--- config.mk ---
export PLATFORM = sky130hd
export DESIGN_NAME = gw5ast_dispatch
export DESIGN_NICKNAME = d
export VERILOG_FILES = /design/src/rtl/gw5ast_pkg.sv /design/src/rtl/gw5ast_sync_fifo.sv /design/src/rtl/gw5ast_dispatch.sv
export SDC_FILE = /design/constraint.sdc
export NUM_CORES = 1
export LEC_CHECK = 0
export ABC_AREA = 1
export ABC_CLOCK_PERIOD_IN_PS = 9600
export CORE_ASPECT_RATIO = 0.75
export CORE_MARGIN = 5
export CORE_UTILIZATION = 45
export DETAILED_ROUTE_END_ITERATION = 10
export GPL_ROUTABILITY_DRIVEN = 0
export PLACE_DENSITY_LB_ADDON = 0.12
export SLEW_MARGIN = 30
export SYNTH_ARGS = -nofsm -noshare
export SYNTH_HDL_FRONTEND = slang
export SYNTH_HIERARCHICAL = 1
export SYNTH_SLANG_ARGS = --single-unit
--- constraint.sdc ---
create_clock -name clk -period 9.6 [get_ports clk]
set_clock_uncertainty 0.05 [all_clocks]
set_input_delay 2.4 -clock clk [delete_from_list [all_inputs] [get_ports clk]]
set_output_delay 2.4 -clock clk [all_outputs]
set_load 0.005 [all_outputs]
--- src/rtl/gw5ast_pkg.sv ---
// rtl/gw5ast_pkg.sv - shared sizing constants and work-item type for the dispatcher
package gw5ast_pkg;

    localparam int N_CORES    = 8;
    localparam int DATA_WIDTH = 24;
    localparam int CNT_WIDTH  = 16;

    typedef logic [DATA_WIDTH-1:0] word_t;

endpackage

--- src/rtl/gw5ast_sync_fifo.sv ---
// rtl/gw5ast_sync_fifo.sv - power-of-two synchronous FIFO with flush, full/empty flags
module gw5ast_sync_fifo #(
    parameter int WIDTH = 24,
    parameter int DEPTH = 4
) (
    input  logic             clk,
    input  logic             rst_n,
    input  logic             flush,
    input  logic             push,
    input  logic [WIDTH-1:0] push_data,
    input  logic             pop,
    output logic [WIDTH-1:0] pop_data,
    output logic             full,
    output logic             empty
);

    localparam int AW = $clog2(DEPTH);

    logic [WIDTH-1:0] mem [DEPTH];
    logic [AW-1:0]    wr_ptr;
    logic [AW-1:0]    rd_ptr;
    logic [AW:0]      count;
    logic             do_push;
    logic             do_pop;

    assign do_push  = push && !full;
    assign do_pop   = pop && !empty;
    assign full     = (count == (AW+1)'(DEPTH));
    assign empty    = (count == '0);
    assign pop_data = mem[rd_ptr];

    // Storage needs no reset: the occupancy count decides what is visible.
    always_ff @(posedge clk) begin
        if (do_push) begin
            mem[wr_ptr] <= push_data;
        end
    end

    // Pointers wrap naturally because DEPTH is a power of two; flush empties the queue.
    always_ff @(posedge clk or negedge rst_n) begin
        if (!rst_n) begin
            wr_ptr <= '0;
            rd_ptr <= '0;
            count  <= '0;
        end else if (flush) begin
            wr_ptr <= '0;
            rd_ptr <= '0;
            count  <= '0;
        end else begin
            if (do_push) begin
                wr_ptr <= wr_ptr + 1'b1;
            end
            if (do_pop) begin
                rd_ptr <= rd_ptr + 1'b1;
            end
            case ({do_push, do_pop})
                2'b10:   count <= count + 1'b1;
                2'b01:   count <= count - 1'b1;
                default: count <= count;
            endcase
        end
    end

endmodule

--- src/rtl/gw5ast_dispatch.sv ---
// rtl/gw5ast_dispatch.sv - round-robin work dispatcher, FIFO to per-core slots (option: GW5AST_DISPATCH_BCAST_EN)
module gw5ast_dispatch #(
    parameter int N_CORES    = gw5ast_pkg::N_CORES,
    parameter int DATA_WIDTH = gw5ast_pkg::DATA_WIDTH,
    parameter int FIFO_DEPTH = 4
) (
    input  logic                          clk,
    input  logic                          rst_n,
    input  logic [DATA_WIDTH-1:0]         in_data,
`ifdef GW5AST_DISPATCH_BCAST_EN
    input  logic                          in_bcast,
`endif
    input  logic                          in_valid,
    output logic                          in_ready,
    output logic [N_CORES*DATA_WIDTH-1:0] core_data,
    output logic [N_CORES-1:0]            core_valid,
    input  logic [N_CORES-1:0]            core_ready,
    input  logic                          flush,
    output logic                          idle,
    output logic [15:0]                   dispatched_cnt
);

    localparam int PW    = (N_CORES > 1) ? $clog2(N_CORES) : 1;
    localparam int CNT_W = gw5ast_pkg::CNT_WIDTH;
`ifdef GW5AST_DISPATCH_BCAST_EN
    localparam int FW = DATA_WIDTH + 1;
`else
    localparam int FW = DATA_WIDTH;
`endif

    logic [FW-1:0]         fifo_wr;
    logic [FW-1:0]         fifo_rd;
    logic                  fifo_full;
    logic                  fifo_empty;
    logic                  push;
    logic                  pop;
    logic [DATA_WIDTH-1:0] head_data;
    logic                  head_bcast;
    logic [N_CORES-1:0]    hs;
    logic [N_CORES-1:0]    load;
    logic [CNT_W-1:0]      hs_cnt;
    logic [PW-1:0]         rr_ptr;
    logic [PW-1:0]         grant_ix;
    logic [PW-1:0]         cand;
    logic                  found;

    // in_ready depends only on registered occupancy, flush and reset.
    assign in_ready  = rst_n && !fifo_full && !flush;
    assign push      = in_valid && in_ready;
    assign head_data = fifo_rd[DATA_WIDTH-1:0];
    assign hs        = core_valid & core_ready;
    assign idle      = fifo_empty && (core_valid == '0);

`ifdef GW5AST_DISPATCH_BCAST_EN
    assign fifo_wr    = {in_bcast, in_data};
    assign head_bcast = fifo_rd[DATA_WIDTH];
`else
    assign fifo_wr    = in_data;
    assign head_bcast = 1'b0;
`endif

    gw5ast_sync_fifo #(
        .WIDTH (FW),
        .DEPTH (FIFO_DEPTH)
    ) u_fifo (
        .clk       (clk),
        .rst_n     (rst_n),
        .flush     (flush),
        .push      (push),
        .push_data (fifo_wr),
        .pop       (pop),
        .pop_data  (fifo_rd),
        .full      (fifo_full),
        .empty     (fifo_empty)
    );

    // Round-robin search for the first empty slot after the last grant.
    always_comb begin
        grant_ix = rr_ptr;
        cand     = rr_ptr;
        found    = 1'b0;
        for (int k = 1; k <= N_CORES; k++) begin
            cand = PW'((int'(rr_ptr) + k) % N_CORES);
            if (!found && !core_valid[cand]) begin
                found    = 1'b1;
                grant_ix = cand;
            end
        end
    end

    // Move the head item: broadcast needs every slot empty, normal items need one free slot.
    always_comb begin
        load = '0;
        pop  = 1'b0;
        if (!fifo_empty && !flush) begin
            if (head_bcast) begin
                if (core_valid == '0) begin
                    load = '1;
                    pop  = 1'b1;
                end
            end else if (found) begin
                load[grant_ix] = 1'b1;
                pop            = 1'b1;
            end
        end
    end

    // Number of core handshakes completing this cycle.
    always_comb begin
        hs_cnt = '0;
        for (int i = 0; i < N_CORES; i++) begin
            hs_cnt = hs_cnt + CNT_W'(hs[i]);
        end
    end

    // Per-core output slots: hold until handshake, cleared wholesale by flush.
    always_ff @(posedge clk or negedge rst_n) begin
        if (!rst_n) begin
            core_valid <= '0;
            core_data  <= '0;
        end else if (flush) begin
            core_valid <= '0;
        end else begin
            for (int i = 0; i < N_CORES; i++) begin
                if (load[i]) begin
                    core_valid[i]                             <= 1'b1;
                    core_data[i*DATA_WIDTH +: DATA_WIDTH]     <= head_data;
                end else if (hs[i]) begin
                    core_valid[i]                             <= 1'b0;
                end
            end
        end
    end

    // Handshake counter and round-robin pointer survive flush; broadcast leaves the pointer alone.
    always_ff @(posedge clk or negedge rst_n) begin
        if (!rst_n) begin
            dispatched_cnt <= '0;
            rr_ptr         <= PW'(N_CORES - 1);
        end else begin
            dispatched_cnt <= dispatched_cnt + hs_cnt;
            if (pop && !head_bcast) begin
                rr_ptr <= grant_ix;
            end
        end
    end

endmodule

After elaboration in Yosys (flattened, before gate mapping)
Memory sizes are Yosys's and may differ from the RTL's.
Index checks and enable logic that the tools add are counted.
{"block": "totals", "reg_bits": 226, "latchBits": 0, "mem_bits_rw": 96, "rom_bits": 0, "in_bits": 36, "output_inout_bits": 218, "elab_cells": 172, "memories": 1}
{"name": "u_fifo.mem", "depth": 4, "word_bits": 24, "read_ports": 1, "rd_ports_with_merged_regs": 0, "wr": 1, "line": "gw5ast_sync_fifo.sv:19", "rtl": "logic [WIDTH-1:0] mem [DEPTH];"}
{"block": "op_classes", "n_addsub": 20, "multipliers": 0, "div_mod_pow": 0, "order_cmp": 10, "eq_ne": 3, "n_shift": 0, "n_mux": 63, "bitwise": 2, "n_reduce_logical": 52}
{"operator": "1-bit 2-to-1 mux", "count": 37}
{"operator": "3-bit by 4-bit < comparator with 1-bit output, second input constant", "count": 9}
{"operator": "3-bit 2-to-1 mux", "count": 9}
{"operator": "3-bit nonzero test", "count": 9}
{"operator": "1-bit binary-select mux with 3-bit select", "count": 8}
{"operator": "8-bit 2-to-1 mux", "count": 3}
{"operator": "16-bit by 8-bit adder with 16-bit output", "count": 1}
{"operator": "1-bit logical NOT", "count": 16}
{"operator": "2-bit AND reduction", "count": 8}
{"operator": "1-bit logical AND", "count": 15}
{"operator": "3-bit adder, second input constant", "count": 4}
{"operator": "3-bit by 1-bit adder with 3-bit output, second input constant", "count": 3}
{"operator": "7-bit by 1-bit adder with 8-bit output", "count": 1}
{"operator": "8-bit bitwise AND", "count": 1}
{"operator": "8-bit logical NOT", "count": 1}
{"operator": "2-bit 2-to-1 mux", "count": 4}
{"operator": "6-bit by 1-bit adder with 7-bit output", "count": 1}
{"operator": "3-bit by 2-bit adder with 3-bit output, second input constant", "count": 2}
{"operator": "5-bit by 1-bit adder with 6-bit output", "count": 1}
{"operator": "3-bit case mux with 2 select lines", "count": 1}
{"operator": "4-bit by 1-bit adder with 5-bit output", "count": 1}
{"operator": "2-bit by 1-bit adder with 2-bit output, second input constant", "count": 2}
{"operator": "3-bit by 1-bit adder with 4-bit output", "count": 1}
{"operator": "2-bit nonzero test", "count": 2}
{"operator": "other kinds (10)", "count": 10}

Logic depth before layout (Yosys ltp)
Gate-level depths: netlist (run 1).
{"block": "logic_depth", "word_depth": 32, "depth_mapped": 20, "depth_no_buf": 19}

Cells and area by module
Netlist (run 1), hierarchy kept.
{"mod": "gw5ast_dispatch", "instances": 1, "cells_each": 1166, "area_per_inst_um2": 10297.4, "seq_area_each_um2": 5484.0}
{"mod": "gw5ast_sync_fifo", "instances": 1, "cells_each": 299, "area_per_inst_um2": 4046.4, "seq_area_each_um2": 3057.9}

Worst setup path after synthesis (run 1)
Ideal clock, no wire load.
{"block": "synth_path", "kind": "input-to-reg", "start": "input port core_ready[0]", "end": "register dispatched_cnt[14]", "setup_ns": 0.079, "arrival_time_ns": 5.747, "required_ns": 9.471, "path_slack_ns": 3.724, "stages": 17, "n_path_buf": 0, "path_cell_list": "nand2_1 inv_1 fa_1 inv_1 fa_1 inv_1 fa_1 fa_1 fa_1 nand3_1 and2_1 nor3b_1 nand3_1 nor2_1 nand3_1 nor2_1 xor2_1"}
{"block": "synth_between", "elab_chain_len": 9}
{"element": "start, declared", "line": "gw5ast_dispatch.sv:17", "rtl": "input logic [N_CORES-1:0] core_ready,"}
{"element": "8-bit bitwise AND", "line": "gw5ast_dispatch.sv:51", "rtl": "assign hs = core_valid & core_ready;"}
{"element": "1-bit by 1-bit adder with 2-bit output", "line": "gw5ast_dispatch.sv:112", "rtl": "hs_cnt = hs_cnt + CNT_W'(hs[i]);"}
{"element": "2-bit by 1-bit adder with 3-bit output", "line": "gw5ast_dispatch.sv:112"}
{"element": "3-bit by 1-bit adder with 4-bit output", "line": "gw5ast_dispatch.sv:112"}
{"element": "4-bit by 1-bit adder with 5-bit output", "line": "gw5ast_dispatch.sv:112"}
{"element": "5-bit by 1-bit adder with 6-bit output", "line": "gw5ast_dispatch.sv:112"}
{"element": "6-bit by 1-bit adder with 7-bit output", "line": "gw5ast_dispatch.sv:112"}
{"element": "7-bit by 1-bit adder with 8-bit output", "line": "gw5ast_dispatch.sv:112"}
{"element": "16-bit by 8-bit adder with 16-bit output", "line": "gw5ast_dispatch.sv:141", "rtl": "dispatched_cnt <= dispatched_cnt + hs_cnt;"}
{"element": "end signal, assigned", "line": "gw5ast_dispatch.sv:141"}
{"element": "end, declared", "line": "gw5ast_dispatch.sv:20", "rtl": "output logic [15:0] dispatched_cnt"}
No other way between the ends.
A chain may end at the register's enable or synchronous reset.

Final worst setup path (run 1)
{"block": "layout_path", "start": "input port flush", "end": "output port in_ready"}
{"block": "layout_between", "elab_chain_len": 2}
{"element": "start, declared", "line": "gw5ast_dispatch.sv:18", "rtl": "input logic flush,"}
{"element": "1-bit logical NOT", "line": "gw5ast_dispatch.sv:48", "rtl": "assign in_ready = rst_n && !fifo_full && !flush;"}
{"element": "1-bit logical AND", "line": "gw5ast_dispatch.sv:48"}
{"element": "end, declared", "line": "gw5ast_dispatch.sv:14", "rtl": "output logic in_ready,"}
No other way between the ends.

==> impl_metrics.env, run 1 <==
export IMPL_outcome="finished, final reports clean"
export IMPL_firstDrtPassIters=5
export IMPL_crit_type="input pin to primary output"
export IMPL_synthCells=1465
export IMPL_synthArstFlopShare=0.702
export IMPL_drtIter0Drc=967
export IMPL_hold_path_class="register to register"
export IMPL_avgSynthCellArea_um2=9.79
export IMPL_finalSetupTns_ns=0
export IMPL_period_needed_ns=6.31
export IMPL_clk_pin_slew_ns=0.06
export IMPL_min_delay_start="core_data[33]"
export IMPL_dp_hpwl_mm=28.4
export IMPL_setup_slack_ns=3.29
export IMPL_rsz0062_at_grt="no"
export IMPL_num_vias=11600
export IMPL_area_delta_synth_final_pct=26.8
export IMPL_post_place_ws_ns=2.94
export IMPL_setup_worst_path_start="flush"
export IMPL_synthTopCellsByArea="dfrtp_1 (39%), edfxtp_1 (20%), nand2_1 (13%), nand4_1 (8.9%), buf_2 (2.8%)"
export IMPL_fmax_ghz=0.158
export IMPL_antenna_found_initial=2
export IMPL_num_rows=56
export IMPL_cts_sinks=322
export IMPL_critPathMaxFanout=8
export IMPL_rrSetupSlack_ns=4.65
export IMPL_grt_pass1_vias=11200
export IMPL_synth_area_leader_cell="dfrtp_1"
export IMPL_cts_setup_buffers=0
export IMPL_grt_usage=0.245
export IMPL_root_buffer="clkbuf_16"
export IMPL_dieArea_um2=35600
export IMPL_yosysWarnings=6
export IMPL_insertion_delay_ns=0.53
export IMPL_arrival_ns=3.86
export IMPL_worstMarginPinSlew_ns=0.837
export IMPL_drive_above_1_share=0.0841
export IMPL_powerDensity_nw_per_um2=364
export IMPL_wl_mm=44.5
export IMPL_slew_headroom=0.441
export IMPL_diodes=0
export IMPL_end_kind="primary output"
export IMPL_drtAntennaViolNets=0
export IMPL_power_mw=6.62
export IMPL_fin_crit_sh=0.658
export IMPL_slew_violations=0
export IMPL_syn_num_nets=1519
export IMPL_ir_worst_vdd_uv=538
export IMPL_synth_top_flop_cell="dfrtp_1"
export IMPL_gr_total_overflow=0
export IMPL_core_um2=31400
export IMPL_wl_per_cell_um=21.2
export IMPL_nets=1717
export IMPL_start_util=0.457
export IMPL_die_h_um=165
export IMPL_yosys_area_top_type_share=0.389
export IMPL_fin_area_um2=18200
export IMPL_p_leak_nw=8.34
export IMPL_synth_area_um2=14300
export IMPL_cts_made_buffers=35
export IMPL_htreeDepth=2
export IMPL_synth_cell_types=40
export IMPL_seq_area_frac_synth=0.596
export IMPL_clockBufferDepth=3
export IMPL_cts_resized=0
export IMPL_crit_required_ns=7.15
export IMPL_finalSetupViolCount=0
export IMPL_grt_first_pass_wirelength_mm=67.9
export IMPL_whs_ns=0.418
export IMPL_synth_edf_count=96
export IMPL_fp_dieW_um=216
export IMPL_grt_max_degree=102
export IMPL_io_buffers=253
export IMPL_postCtsHoldBufs=0
export IMPL_hold_viol_final=0
export IMPL_cp_start_kind="input pin"
export IMPL_via_per_inst=5.54
export IMPL_ys_ff_latch=322
export IMPL_place_area_um2=17000
export IMPL_cts_tree="done"
export IMPL_ios=254
export IMPL_crit_reg2reg_launch="rr_ptr[0]"
export IMPL_drv_cap=0
export IMPL_drc=0
-- cells by family after synthesis --
group / Yosys count / synth area share
xor+xnor: 17 / 0.0122
buf+inv: 173 / 0.0615
compound gates: 97 / 0.0376
fa+ha+maj: 18 / 0.0188
flops: 322 / 0.596
simple gates: 838 / 0.274
-- per-stage QoR --
step	utilization	instances
2_1_floorplan	-	1465
3_3_place_gp	0.541	2032
3_5_place_dp	0.542	2032
4_1_cts	0.579	2095
5_1_grt	0.579	2095
6_report	0.579	2095
-- cell usage in the layout, fill, tap and decap left out, types with 3 or more instances in the layout --
cell type          n
nand2_1          484
clkdlybuf4s50_1  252
dfrtp_1          223
nand4_1          205
edfxtp_1          96
nor2_1            57
o21ai_0           53
nand3_1           45
inv_1             41
clkbuf_16         36
buf_4             27
o22ai_1           22
xor2_1            13
ha_1              12
nand2_2           11
nand3_2           10
clkbuf_1          10
inv_2              8
a21oi_1            7
fa_1               6
o21ai_1            5
nand2_4            5
nor2_4             5
clkinv_2           5
clkbuf_8           5
nand2_8            3
o31ai_1            3
and2_1             3
clkinv_1           3
bufinv_16          3
buf_6              3
dfstp_2            3
nor2_2             3
-- cell usage after synthesis, types with 3 or more instances --
library cell,n
a21oi_1,7
a21oi_2,3
and2_1,3
buf_2,81
buf_4,19
buf_6,8
clkbuf_1,12
dfrtp_1,223
dfstp_2,3
edfxtp_1,96
fa_1,6
ha_1,12
inv_1,41
inv_2,8
nand2_1,486
nand2_2,11
nand2_4,6
nand3_1,45
nand3_2,10
nand4_1,205
nor2_1,61
o21ai_0,53
o21ai_1,5
o22ai_1,24
o31ai_1,3
xor2_1,13
-- layout make-up --
class	instances	area [um2]
Fill cell	2797	13200
Sequential cell	322	8540
Inverter	51	191
Multi-Input combinational cell	970	5010
Clock buffer	51	1010
Timing Repair Buffer	283	2770
Clock inverter	12	153
Tap cell	406	508
-- worst max-delay path: stages --
cell and delay (ns):
clkdlybuf4s50_1 0.60, nor3b_1 0.32, clkdlybuf4s50_1 0.55
-- path summary, 6_finish.rpt --
| path | depth (start not counted) | to |
|---|---|---|
| worst min register to register | 2 | core_data[33] |
| worst max register to register | 16 | core_data[89] |
| worst max-delay path | 3 | in_ready |
| worst min-delay path | 2 | core_data[33] |
| min in group asynchronous | 1 | core_valid[1] |
| max in group asynchronous | 3 | core_data[89] |
-- state kept, by name, summed over array words and instances (netlist names) --
register        flops
u_fifo/rd_ptr       2
core_valid          8
dispatched_cnt     16
u_fifo/count        3
core_data         192
u_fifo/mem         96
rr_ptr              3
u_fifo/wr_ptr       2
-- metal layers --
metal | share of wire | up-vias | global-route usage
met4 | 0.019 | 2 | 0.0607
met1 | 0.44 | 5719 | 0.354
li1 | - | 5418 | -
met2 | 0.46 | 411 | 0.379
met3 | 0.077 | 61 | 0.0588
met5 | 0.00045 | - | 0
-- report_power, final --
group          total [mW]  switching, mW  internal, mW
Clock                1.36          0.551         0.813
Sequential           2.08          0.292          1.79
Combinational        3.17           2.11          1.06
Total                6.62           2.95          3.67
No activity file was read; power rests on OpenSTA's default activity.
==> inputs of run 2 (changes only) <==
--- a/config.mk
+++ b/config.mk
@@ -6,7 +6,7 @@
 export NUM_CORES = 1
 export LEC_CHECK = 0
 export ABC_AREA = 1
-export ABC_CLOCK_PERIOD_IN_PS = 9600
+export ABC_CLOCK_PERIOD_IN_PS = 6250
 export CORE_ASPECT_RATIO = 0.75
 export CORE_MARGIN = 5
 export CORE_UTILIZATION = 45
==> constraint.sdc (replaced) <==
create_clock -name clk -period 6.25 [get_ports clk]
set_clock_uncertainty 0.05 [all_clocks]
set_input_delay 1.5625 -clock clk [delete_from_list [all_inputs] [get_ports clk]]
set_output_delay 1.5625 -clock clk [all_outputs]
set_load 0.005 [all_outputs]
==> impl_metrics.env, run 2 (synthesis results as in run 1) <==
export IMPL_io_buffers=253
export IMPL_fin_crit_sh=0.847
export IMPL_cts_tree="done"
export IMPL_drive_above_1_share=0.0892
export IMPL_clockBufferDepth=3
export IMPL_drv_cap=0
export IMPL_finalSetupViolCount=0
export IMPL_nets=1720
export IMPL_grt_usage=0.249
export IMPL_end_kind="register"
export IMPL_antenna_found_initial=6
export IMPL_num_vias=11700
export IMPL_wl_met1_mm=20.2
export IMPL_grt_first_pass_wirelength_mm=68.8
export IMPL_insertion_delay_ns=0.52
export IMPL_crit_required_ns=6.65
export IMPL_die_h_um=165
export IMPL_htreeDepth=2
export IMPL_worstMarginPinSlew_ns=0.904
export IMPL_postCtsHoldBufs=0
export IMPL_hold_viol_final=0
export IMPL_arrival_ns=5.69
export IMPL_core_um2=31400
export IMPL_wl_met3_mm=3.44
export IMPL_cts_setup_buffers=0
export IMPL_cts_resized=0
export IMPL_num_rows=56
export IMPL_layout_common_cells="nand2_1 (484), clkdlybuf4s50_1 (252), dfrtp_1 (223), nand4_1 (205), edfxtp_1 (96)"
export IMPL_fp_dieW_um=216
export IMPL_layout_commonest_cell="nand2_1"
export IMPL_hold_path_class="register to register"
export IMPL_largest_reg_flops=192
export IMPL_start_util=0.457
export IMPL_area_delta_synth_final_pct=26.6
export IMPL_rrSetupSlack_ns=1.77
export IMPL_grt_max_degree=86
export IMPL_outcome="finished, final reports clean"
export IMPL_drtAntennaViolNets=0
export IMPL_reg_top3="core_data: 192 flops, u_fifo/mem: 96 flops, dispatched_cnt: 16 flops"
export IMPL_slew_headroom=0.397
export IMPL_dieArea_um2=35600
export IMPL_finalSetupTns_ns=0
export IMPL_powerDensity_nw_per_um2=558
export IMPL_gr_total_overflow=0
export IMPL_root_buffer="clkbuf_16"
export IMPL_rsz0062_at_grt="no"
export IMPL_cp_start_kind="input pin"
export IMPL_ir_worst_vdd_uv=747
export IMPL_met2_length_mm=20.3
export IMPL_firstDrtPassIters=5
export IMPL_p_leak_nw=8.35
export IMPL_crit_type="input pin to register"
export IMPL_clk_pin_slew_ns=0.06
export IMPL_cts_sinks=322
export IMPL_ios=254
export IMPL_final_util=0.579
export IMPL_drtIter0Drc=1221
export IMPL_top_register="core_data"
export IMPL_wl_mm=44.7
export IMPL_via_per_inst=5.56
export IMPL_cts_made_buffers=34
export IMPL_fmax_ghz=0.189
export IMPL_grt_pass1_vias=11300
export IMPL_period_needed_ns=5.29
export IMPL_dp_hpwl_mm=28.9
export IMPL_critPathMaxFanout=2
export IMPL_wl_per_cell_um=21.3
export IMPL_drc=0
export IMPL_slew_violations=0
export IMPL_top_layer_used="met5"
run 2: cell count changes in the layout (fill, tap and decap cells not counted), sizes merged:
cell      change
clkinvlp      +1
clkbuf        -2
inv           +1
bufinv        -1
diode         +3
buf           +4
run 2: area by class of cell:
cell class | count | area (um2)
Fill cell | 2727 | 13200
Sequential cell | 322 | 8540
Multi-Input combinational cell | 970 | 4980
Timing Repair Buffer | 287 | 2800
Clock buffer | 49 | 997
Tap cell | 406 | 508
Inverter | 51 | 191
Clock inverter | 13 | 135
Antenna cell | 3 | 7.51
run 2: power by group:
group	leakage (nW)	switching (mW)	internal, mW
registers	3.84	0.450	2.75
logic	3.95	3.25	1.65
clock network	0.560	0.839	1.20
total	8.35	4.54	5.60
run 2: worst paths after layout:
check,startpoint,to,cells after the start
min reg2reg,core_data[36],core_data[36],2
max in group asynchronous,rst_n,core_data[81],3
min in group asynchronous,rst_n,core_valid[5],1
max reg2reg,rr_ptr[0],core_data[90],17
min,core_data[36],core_data[36],2
max,core_ready[0],dispatched_cnt[14],18
run 2: worst max-delay path: stages:
cell             delay [ns]
clkdlybuf4s50_1        0.42
nand2_1                0.07
inv_1                  0.07
fa_1                   0.51
inv_1                  0.06
fa_1                   0.53
inv_1                  0.05
fa_1                   0.56
fa_1                   0.24
fa_1                   0.23
nand3_1                0.08
and2_1                 0.19
nor3b_1                0.29
nand3_1                0.18
nor2_1                 0.20
nand3_1                0.16
nor2_1                 0.14
xor2_1                 0.14
run 2: metal layers:
| metal | up-vias | track usage |
|---|---|---|
| li1 | 5414 | - |
| met1 | 5751 | 0.374 |
| met2 | 449 | 0.376 |
| met3 | 57 | 0.0471 |
| met4 | 4 | 0.0601 |
| met5 | - | 0 |
run 2: per-stage QoR:
stage	setup slack (ns)	instances	hold slack (ns)	area, um2	total power [mW]
detailed placement	0.426	2036	0.408	17000	8.08
floorplan	1.21	1465	0.415	14300	6.25
global route	0.683	2100	0.433	18200	10.8
global placement	0.505	2036	0.404	17000	8.04
CTS	0.950	2098	0.423	18200	10.1
finish	0.956	2101	0.418	18200	10.1
